$ cat src/rtl/multiplier_syn_pkg.sv
// Shared definitions for the polynomial multiplier synthesis top.
//   LFSR_SEED / LFSR_TAP* : operand generator seed and feedback taps
//   state_t               : sequencer states (LOAD, MUL, OUT)
//   lfsr_next()           : one left shift of the Fibonacci LFSR
package multiplier_syn_pkg;

    localparam logic [15:0] LFSR_SEED = 16'hACE1;

    // x^16 + x^14 + x^13 + x^11 + 1, expressed as register bit positions
    localparam int LFSR_TAP0 = 15;
    localparam int LFSR_TAP1 = 13;
    localparam int LFSR_TAP2 = 12;
    localparam int LFSR_TAP3 = 10;

    typedef enum logic [1:0] {
        ST_LOAD = 2'd0,
        ST_MUL  = 2'd1,
        ST_OUT  = 2'd2
    } state_t;

    function automatic logic [15:0] lfsr_next(input logic [15:0] s);
        return {s[14:0], s[LFSR_TAP0] ^ s[LFSR_TAP1] ^ s[LFSR_TAP2] ^ s[LFSR_TAP3]};
    endfunction

endpackage

$ cat src/rtl/multiplier_syn_if.sv
// Observation bus of the multiplier: product-done pulse and signature.
//   done : one-cycle pulse, signature valid
//   sig  : XOR fold of the last product's coefficients
interface multiplier_syn_if #(
    parameter int QW = 5
);
    logic          done;
    logic [QW-1:0] sig;

    modport master (output done, output sig);
    modport slave  (input  done, input  sig);
endinterface

$ cat src/rtl/multiplier_syn_mac.sv
// Negacyclic multiply-accumulate array for Z_(2^QW)[x]/(x^N+1).
//   clk, rst_n : clock, async active-low reset
//   clear      : zero all accumulators
//   start      : load rotating operand r from load_a
//   load_a     : operand a, all N coefficients
//   step       : one MAC step: acc[k] += u_j * r[k], then rotate r
//   u_j        : current u coefficient
//   fold       : XOR of all accumulators (combinational)
module poly_mac_negacyclic #(
    parameter int N  = 16,
    parameter int QW = 5,
    parameter int UW = 1
) (
    input  logic                  clk,
    input  logic                  rst_n,
    input  logic                  clear,
    input  logic                  start,
    input  logic [N-1:0][QW-1:0]  load_a,
    input  logic                  step,
    input  logic [UW-1:0]         u_j,
    output logic [QW-1:0]         fold
);

    logic [N-1:0][QW-1:0] r, r_rot;
    logic [N-1:0][QW-1:0] acc, acc_nxt;

    for (genvar k = 0; k < N; k++) begin : g_lane
        logic [QW-1:0] prod;
        // truncating both operands to QW bits keeps the product exact mod 2^QW
        assign prod       = QW'(u_j) * r[k];
        assign acc_nxt[k] = acc[k] + prod;
        if (k == 0) begin : g_wrap
            // coefficient leaving x^(N-1) re-enters at x^0 negated (x^N = -1)
            assign r_rot[k] = -r[N-1];
        end else begin : g_shift
            assign r_rot[k] = r[k-1];
        end
    end

    always_ff @(posedge clk or negedge rst_n) begin
        if (!rst_n) begin
            r   <= '0;
            acc <= '0;
        end else begin
            if (start)     r <= load_a;
            else if (step) r <= r_rot;
            if (clear)     acc <= '0;
            else if (step) acc <= acc_nxt;
        end
    end

    always_comb begin
        fold = '0;
        for (int k = 0; k < N; k++) fold = fold ^ acc[k];
    end

endmodule

$ cat src/rtl/multiplier_syn_top.sv
// Stand-alone negacyclic polynomial multiplier with LFSR operands.
// Sequence: N LOAD cycles (fill a/u from the LFSR), N MUL steps, 1 OUT
// cycle (register signature and pulse done); repeats every 2N+1 cycles.
//   clk    : PLL clock
//   locked : PLL locked, async active-low reset
//   bus    : done pulse and signature
module multiplier_syn_top
    import multiplier_syn_pkg::*;
#(
    parameter int N  = 16,
    parameter int QW = 5,
    parameter int UW = 1
) (
    input  logic              clk,
    input  logic              locked,
    multiplier_syn_if.master  bus
);

    localparam int CW = (N > 1) ? $clog2(N) : 1;

    state_t               state, state_nxt;
    logic [CW-1:0]        cnt;
    logic [15:0]          lfsr;
    logic [N-1:0][QW-1:0] a_q, a_nxt;
    logic [N-1:0][UW-1:0] u_q;
    logic                 last, clear, start, step;
    logic [QW-1:0]        fold, sig_q;
    logic                 done_q;

    assign last = (cnt == CW'(N-1));

    always_comb begin
        state_nxt = state;
        clear     = 1'b0;
        start     = 1'b0;
        step      = 1'b0;
        case (state)
            ST_LOAD: begin
                clear = 1'b1;
                if (last) begin
                    start     = 1'b1;
                    state_nxt = ST_MUL;
                end
            end
            ST_MUL: begin
                step = 1'b1;
                if (last) state_nxt = ST_OUT;
            end
            ST_OUT:  state_nxt = ST_LOAD;
            default: state_nxt = ST_LOAD;
        endcase
    end

    always_ff @(posedge clk or negedge locked) begin
        if (!locked) state <= ST_LOAD;
        else         state <= state_nxt;
    end

    always_ff @(posedge clk or negedge locked) begin
        if (!locked)                      cnt <= '0;
        else if (last || state == ST_OUT) cnt <= '0;
        else                              cnt <= cnt + 1'b1;
    end

    // r is seeded on the last LOAD edge, so it must see the coefficient
    // being written on that same edge
    always_comb begin
        a_nxt      = a_q;
        a_nxt[cnt] = lfsr[QW-1:0];
    end

    always_ff @(posedge clk or negedge locked) begin
        if (!locked) begin
            lfsr <= LFSR_SEED;
            a_q  <= '0;
            u_q  <= '0;
        end else if (state == ST_LOAD) begin
            lfsr     <= lfsr_next(lfsr);
            a_q      <= a_nxt;
            u_q[cnt] <= lfsr[QW+UW-1:QW];
        end
    end

    poly_mac_negacyclic #(.N(N), .QW(QW), .UW(UW)) u_mac (
        .clk    (clk),
        .rst_n  (locked),
        .clear  (clear),
        .start  (start),
        .load_a (a_nxt),
        .step   (step),
        .u_j    (u_q[cnt]),
        .fold   (fold)
    );

    always_ff @(posedge clk or negedge locked) begin
        if (!locked) begin
            done_q <= 1'b0;
            sig_q  <= '0;
        end else begin
            done_q <= (state == ST_OUT);
            if (state == ST_OUT) sig_q <= fold;
        end
    end

    assign bus.done = done_q;
    assign bus.sig  = sig_q;

endmodule

$ cat src/flat_wrapper.sv
// flat-port wrapper written by rule: the top's interface ports become plain ports
module multiplier_syn_top_flat import multiplier_syn_pkg::*;
#(
    parameter int N  = 16,
    parameter int QW = 5,
    parameter int UW = 1
)
  (clk, locked, bus_done, bus_sig);
  multiplier_syn_if #(.QW(QW)) bus_i ();
  input  logic clk;
  input  logic locked;
  output wire logic [$bits(bus_i.done)-1:0] bus_done;
  output wire logic [$bits(bus_i.sig)-1:0] bus_sig;
  assign bus_done = bus_i.done;
  assign bus_sig = bus_i.sig;
  multiplier_syn_top #(.N(N), .QW(QW), .UW(UW)) u_core (.clk(clk), .locked(locked), .bus(bus_i));
endmodule
$ cat config.mk
export PLATFORM = sky130hd
export DESIGN_NAME = multiplier_syn_top_flat
export DESIGN_NICKNAME = d
export VERILOG_FILES = /design/src/rtl/multiplier_syn_pkg.sv /design/src/rtl/multiplier_syn_if.sv /design/src/rtl/multiplier_syn_mac.sv /design/src/rtl/multiplier_syn_top.sv /design/src/flat_wrapper.sv
export SDC_FILE = /design/constraint.sdc
export NUM_CORES = 1
export LEC_CHECK = 0
export CAP_MARGIN = 20
export CORE_MARGIN = 2
export CORE_UTILIZATION = 55
export DETAILED_ROUTE_END_ITERATION = 10
export GPL_TIMING_DRIVEN = 0
export PLACE_DENSITY_LB_ADDON = 0.3
export RECOVER_POWER = 50
export SLEW_MARGIN = 25
export SYNTH_ARGS = -nofsm -noshare
export SYNTH_HDL_FRONTEND = slang
export SYNTH_SLANG_ARGS = --single-unit
$ cat constraint.sdc
create_clock -name clk -period 3.31 [get_ports clk]
set_input_delay 0.662 -clock clk [delete_from_list [all_inputs] [get_ports clk]]
set_output_delay 0.662 -clock clk [all_outputs]
set_load 0.05 [all_outputs]
======== After elaboration in Yosys (flattened, before gate mapping) ========
Cells that the tools add are included.
cells by class
  multiplexer cells ....................... 20
  eq/ne operators ......................... 5
  reductions and logical operators ........ 6
  bitwise gates (word level) .............. 18
  $mul .................................... 16
  add/subtract/negate cells ............... 18
  magnitude comparators ................... 2
operators with widths
  operator                                                            count
  2-to-1 mux 80 bit                                                   4
  adder 5 bit                                                         16
  bitwise mux 80 bit                                                  1
  multiplier 1 x 5 -> 5 bit                                           16
  bitwise XOR 5 bit                                                   15
  demux 5 bit (select 4 bit)                                          1
  bitwise mux 16 bit                                                  1
  2-to-1 mux 1 bit                                                    6
  < comparator 4 x 5 -> 1 bit (second input constant)                 1
  2-to-1 mux 5 bit                                                    1
  negation 5 bit                                                      1
  adder 4 x 1 -> 4 bit (second input constant)                        1
  binary-select mux 1 bit (select 4 bit)                              1
  demux 1 bit (select 4 bit)                                          1
  == test 4 bit (second input constant)                               1
  greater-or-equal comparator 4 x 1 -> 1 bit (second input constant)  1
  2-to-1 mux 2 bit                                                    2
  2-to-1 mux 4 bit                                                    1
  != test 2 x 1 -> 1 bit (second input constant)                      2
  case mux 2 bit (2 select lines)                                     1
  nonzero test 2 bit                                                  2
  bitwise XOR 1 bit                                                   3
  == test 2 x 1 -> 1 bit (second input constant)                      1
  == test 2 bit (second input constant)                               1
  other kinds (4)                                                     4
storage, ports and cells
  register bits after elaboration ......... 284

======== Longest topological paths before layout ========
  word-level depth ........................ 15
  depth in mapped cells ................... 16

======== Cells and area by module ========
From an unflattened synthesis, not the netlist that was laid out.
second synthesis, totals
  cell total of the unflattened synthesis .. 1481
  area total of the unflattened synthesis .. 16520.8 sq um
by module, submodules not included
  module               seq. area each (sq um)  area each (sq um)  times used  cells an instance
  poly_mac_negacyclic  4003.8                  10381.2            1           1030
  multiplier_syn_top   3113.0                  6139.6             1           451

======== Worst setup path before layout ========
OpenSTA, ideal clock, no wires.
  path type ............................... flip-flop to flip-flop
  start point ............................. register u_core.cnt[0]
  end point ............................... register u_core.u_mac.acc[19] in the netlist's numbering
  cell stages (with the launch flop) ...... 17
  period minus slack after synthesis ...... 3.073 ns
  path buffers ............................ 3
  slack ................................... 0.237 ns
  setup time .............................. 0.104 ns
  arrival ................................. 2.969 ns
  required time ........................... 3.206 ns
  path through ............................ dfrtp_1 buf_6 mux2i_1 a221oi_4 nand2_1 nand2_2 buf_6 buf_6 and2_1 ha_1 inv_1 fa_1 nor2b_1 o21a_1 nor2_1 xnor2_1 o311ai_1
between the ends
  word-level cells in the longest chain between the ends .. 6
ends and longest elaborated chain
  element                                 RTL line                  text
  from (decl)                             multiplier_syn_top.sv:22  logic [CW-1:0] cnt;
  from (signal assigned)                  multiplier_syn_top.sv:62  else cnt <= cnt + 1'b1;
  binary-select mux 1 bit (select 4 bit)  multiplier_syn_top.sv:91  .u_j (u_q[cnt]),
  2-to-1 mux 1 bit (implied by the code)  multiplier_syn_top.sv:91
  multiplier 1 x 5 -> 5 bit               multiplier_syn_mac.sv:30  assign prod = QW'(u_j) * r[k];
  adder 5 bit                             multiplier_syn_mac.sv:31  assign acc_nxt[k] = acc[k] + prod;
  2-to-1 mux 80 bit                       multiplier_syn_mac.sv:48  else if (step) acc <= acc_nxt;
  2-to-1 mux 80 bit                       multiplier_syn_mac.sv:47  if (clear) acc <= '0;
  to (signal assigned)                    multiplier_syn_mac.sv:48
  to (decl)                               multiplier_syn_mac.sv:25  logic [N-1:0][QW-1:0] acc, acc_nxt;
No other way between the ends. The select of a mux whose other input is x is not followed.
A chain may end at the register's enable or synchronous reset.

======== Worst setup path after layout ========
  start point ............................. register u_core.cnt[0]
  end point ............................... register u_core.u_mac.acc[74] in the netlist's numbering
Same word-level chain as after synthesis.

==> results.md <==
* Status: finished with violations
* Failing checks: negative hold slack, max-capacitance violations, max-slew violations, negative setup slack
* Transition at the pin with the smallest max-transition slack at 1.822 ns
* Net Sw Power at 1.491 mW
* Final period util at 1.015
* TritonCTS buffer count at 31
* Int Power at 5.469 mW
* Half-perimeter wire length of the detailed placement result at 31880 um
* Cell accounting for the most synthesized area: dfrtp_1
* Required time of the critical path at 3.75 ns
* Post-route insts no fill at 2088
* Switching portion of total power at 0.2143
* Number of antenna violations at the first check in global routing at 1
* CTS tree: built
* Kind of start point of the critical path: register
* Synthesis-stage register bit count at 279
* Warning count from the yosys run at 0
* Count of endpoints failing hold in the final timing report at 7
* Clock period minus worst slack at 3.361 ns
* Skew-Pair Late Insertion Delay at 0.57 ns
* Arrival time worst endpoint at 3.80 ns
* Total iterations of the first detailed-routing run at 5
* Endpoint of the worst register-to-register path: u_core.u_mac.acc[74]$_DFFE_PN0P_
* Synthesized area at 15760 um2
* Capturing element type of the critical path: register
* Number of placed I/O pins at 8
* Seq pwr share at 0.490
* Final weighted congestion in routability-driven placement at 0.9093
* DRC violation count after routing at 0
* Register area share after synthesis at 0.4437
* Cells along the critical path: buf_12 > mux2i_4 > a221oi_4 > nand2_2 > nand2_4 > buf_8 > buf_8 > and2_4 > ha_4 > inv_2 > fa_2 > nor2b_2 > o21a_1 > nor2_2 > xnor2_1 > o311ai_1
* Post-synth top area share at 0.4304
* Count of antenna diodes in the layout at 0
* Lkg Pwr at 8.504 nW
* Residual overflow from global routing at 0
* Post-place setup slack at -0.4788 ns
* Horiz. Die Dim at 173.3 um
* Final core utilization at 0.6606
* Vias/cell at 5.997
* Average wire length per cell after detail routing at 21.55 um
* Class of the tightest hold or removal check: primary input to asynchronous set/reset pin
* Highest Clock Rate at 297.5 MHz
* Floorplan core area at 28010 um2
* Antenna violation net count after detailed routing at 0
* Max incr delay on CP at 0.43 ns
* Max-slew violation count at 73
* RSZ-0062 raised after global routing: true
* H-tree depth reported by CTS at 1
* Cell area after placement at 16390 um2
* Cell mode on critical path: buf_8
* Number of input and output port buffers inserted at 7
* Maximum root-to-sink buffer count at 3
* Number of clock sinks seen by CTS at 279
* DRC marker count from the first detailed-route iteration at 1121
* First-pass GRT wire length at 68850 um
* Worst voltage drop across the vdd grid at 399.8 uV
* Share of cells above drive strength 1 at 0.2251
* Worst Hold Slack at -0.01065 ns
* Top Family by Delay on Critical Path: compound AO/OA/AOI/OAI gates
* Part of the total power dissipated in the clock network at 0.499
* Site Rows at 61
* Initial cell density of the core at 0.5625
* Leading cell types by count after synthesis: nand2_1 (279), dfrtp_1 (271), mux2_2 (90)
* Asr flop ratio synth at 1.000
* Total GRT Usage at 0.2919
* Share of total power in combinational logic at 0.011
* Vertical extent of the die at 173.3 um
* Reg clk slew, reported paths at 0.06 ns
* Reg-to-reg slack, setup at -0.05 ns
* Worst r2r src: u_core.cnt[0]$_DFF_PN0_
* Via count of the first global-routing pass at 12523
* Worst Reg-to-Reg Cells at 16
* Top post-synthesis cells by area: dfrtp_1 (43%), nand2_1 (6.6%), mux2_2 (6.4%), ha_1 (5.5%), xnor2_1 (4.8%)
* Detailed-route via count at 12522
* Buffer and inverter count on the worst path at 4
* Number of placed instances with taps included at 1956
* Layout Skew at 0.02708 ns
* Total wire length at 45000 um
* Final Worst Setup Slack at -0.05101 ns
* Most repeated cell in the gate-level netlist after synthesis: nand2_1
* Buffer type at the clock tree root: clkbuf_16
* Number of distinct library cells after synthesis at 48
* Max-cap check violation count at 1
* Per-instance average area after synthesis at 10.05 um2
* Timing startpoint of the critical path: u_core.cnt[0]$_DFF_PN0_
* Area growth syn-to-layout at 17.43%
* Finish-stage setup viols at 3
* CP Max Fanout at 6
* Post-layout nets at 1775
* Worst relative slew slack at -0.2147
* Pin count of the biggest net entering global routing at 81
* Syn nets at 1655
* Critical path start-end classification: register to register
* Critical Path Slowest Stage Cell: dfrtp_2
* Mapped Cells at 1568
* Hold buffer count at CTS at 0
* Power per cell area at 376.2 nW/um2
* Main flop type after synthesis: dfrtp_1
* Final non-filler cell area at 18500 um2
* Die outline area at 30020 um2
* Count of flip-flops with a built-in enable after synthesis at 0
-- power by group through the flow --
stage | Clock, mW | Combinational [mW] | Sequential, mW
final | 3.47 | 0.0736 | 3.41
after global routing | 3.65 | 0.0875 | 3.41
after CTS | 3.49 | 0.0838 | 3.41
after detailed placement | 0 | 0.0835 | 3.47
after global placement | 0 | 0.0699 | 3.48
after floorplan | 0 | 0.00000362 | 3.47
-- cells by family (layout without fill, tap and decap cells) --
kind of cell               after synthesis  after routing  synth area share
AOI/OAI and AO/OA                      296            296            0.1373
muxes                                  129            129           0.09013
buffers and inverters                  152            294           0.04042
xor gates and xnor gates               116            116           0.06448
adders and majority gates               85             85           0.07512
and+or+nand+nor                        511            511            0.1488
DFF                                    279            279            0.4437
-- sequential cells by signal, indices dropped and copies added, names as in the netlist --
signal            flops
u_core.a_q           75
u_core.bus.done       1
u_core.bus.sig        5
u_core.cnt            4
u_core.lfsr          16
u_core.state          2
u_core.u_mac.acc     80
u_core.u_mac.r       80
u_core.u_q           16
-- layout by cell type (no fill, tap or decap), drive strengths merged, types with 18 or more instances in the layout --
cell type,count
nor2b,34
dfrtp,271
a221oi,18
clkbuf,120
and2,74
nor3,61
o21ai,59
nor2,30
inv,55
buf,106
nand2,280
and3,22
mux2,90
xor2,29
mux2i,39
xnor2,87
a21oi,42
a31oi,43
ha,69
-- routing by layer --
metal,part of all wire,wire (um),GRT usage,vias to the layer above
met1,0.41,18480,0.3950,6228
met5,0,0,0,-
met2,0.48,21550,0.4888,506
met4,0.033,1478,0.08581,0
met3,0.078,3489,0.04474,117
li1,-,-,-,5671
-- worst max-delay path by stage --
stage | end | cells after the start
6_report | u_core.u_mac.acc[74]$_DFFE_PN0P_ | 16
5_1_grt | u_core.u_mac.acc[74]$_DFFE_PN0P_ | 16
4_1_cts | u_core.u_mac.acc[19]$_DFFE_PN0P_ | 16
3_5_place_dp | u_core.u_mac.acc[49]$_DFFE_PN0P_ | 15
3_3_place_gp | u_core.u_mac.acc[56]$_DFFE_PN0P_ | 1
2_1_floorplan | u_core.u_mac.acc[19]$_DFFE_PN0P_ | 16
-- stage by stage --
| stage | power (mW) | setup TNS [ns] |
|---|---|---|
| 2_1_floorplan | 3.474 | 0 |
| 3_3_place_gp | 3.547 | -2905.34 |
| 3_5_place_dp | 3.557 | -6.743 |
| 4_1_cts | 6.983 | -0.002045 |
| 5_1_grt | 7.142 | -0.8479 |
| 6_report | 6.960 | -0.05705 |
-- layout make-up --
cell class,instances,area (um2)
fill,2177,9508
multi-input combinational,1137,8583
sequential,279,6994
clock buffer,46,912.1
timing repair buffer,89,762.0
tap,378,473.0
buffer,97,471.7
inverter,53,198.9
clock inverter,9,107.6
-- timing repair --
item,CTS,global route
pin swaps,17,45
gates resized for setup,30,107
setup endpoints to repair,23,21
cloned,0,2
setup buffers,48,32
(Power assumes the default switching activity.)
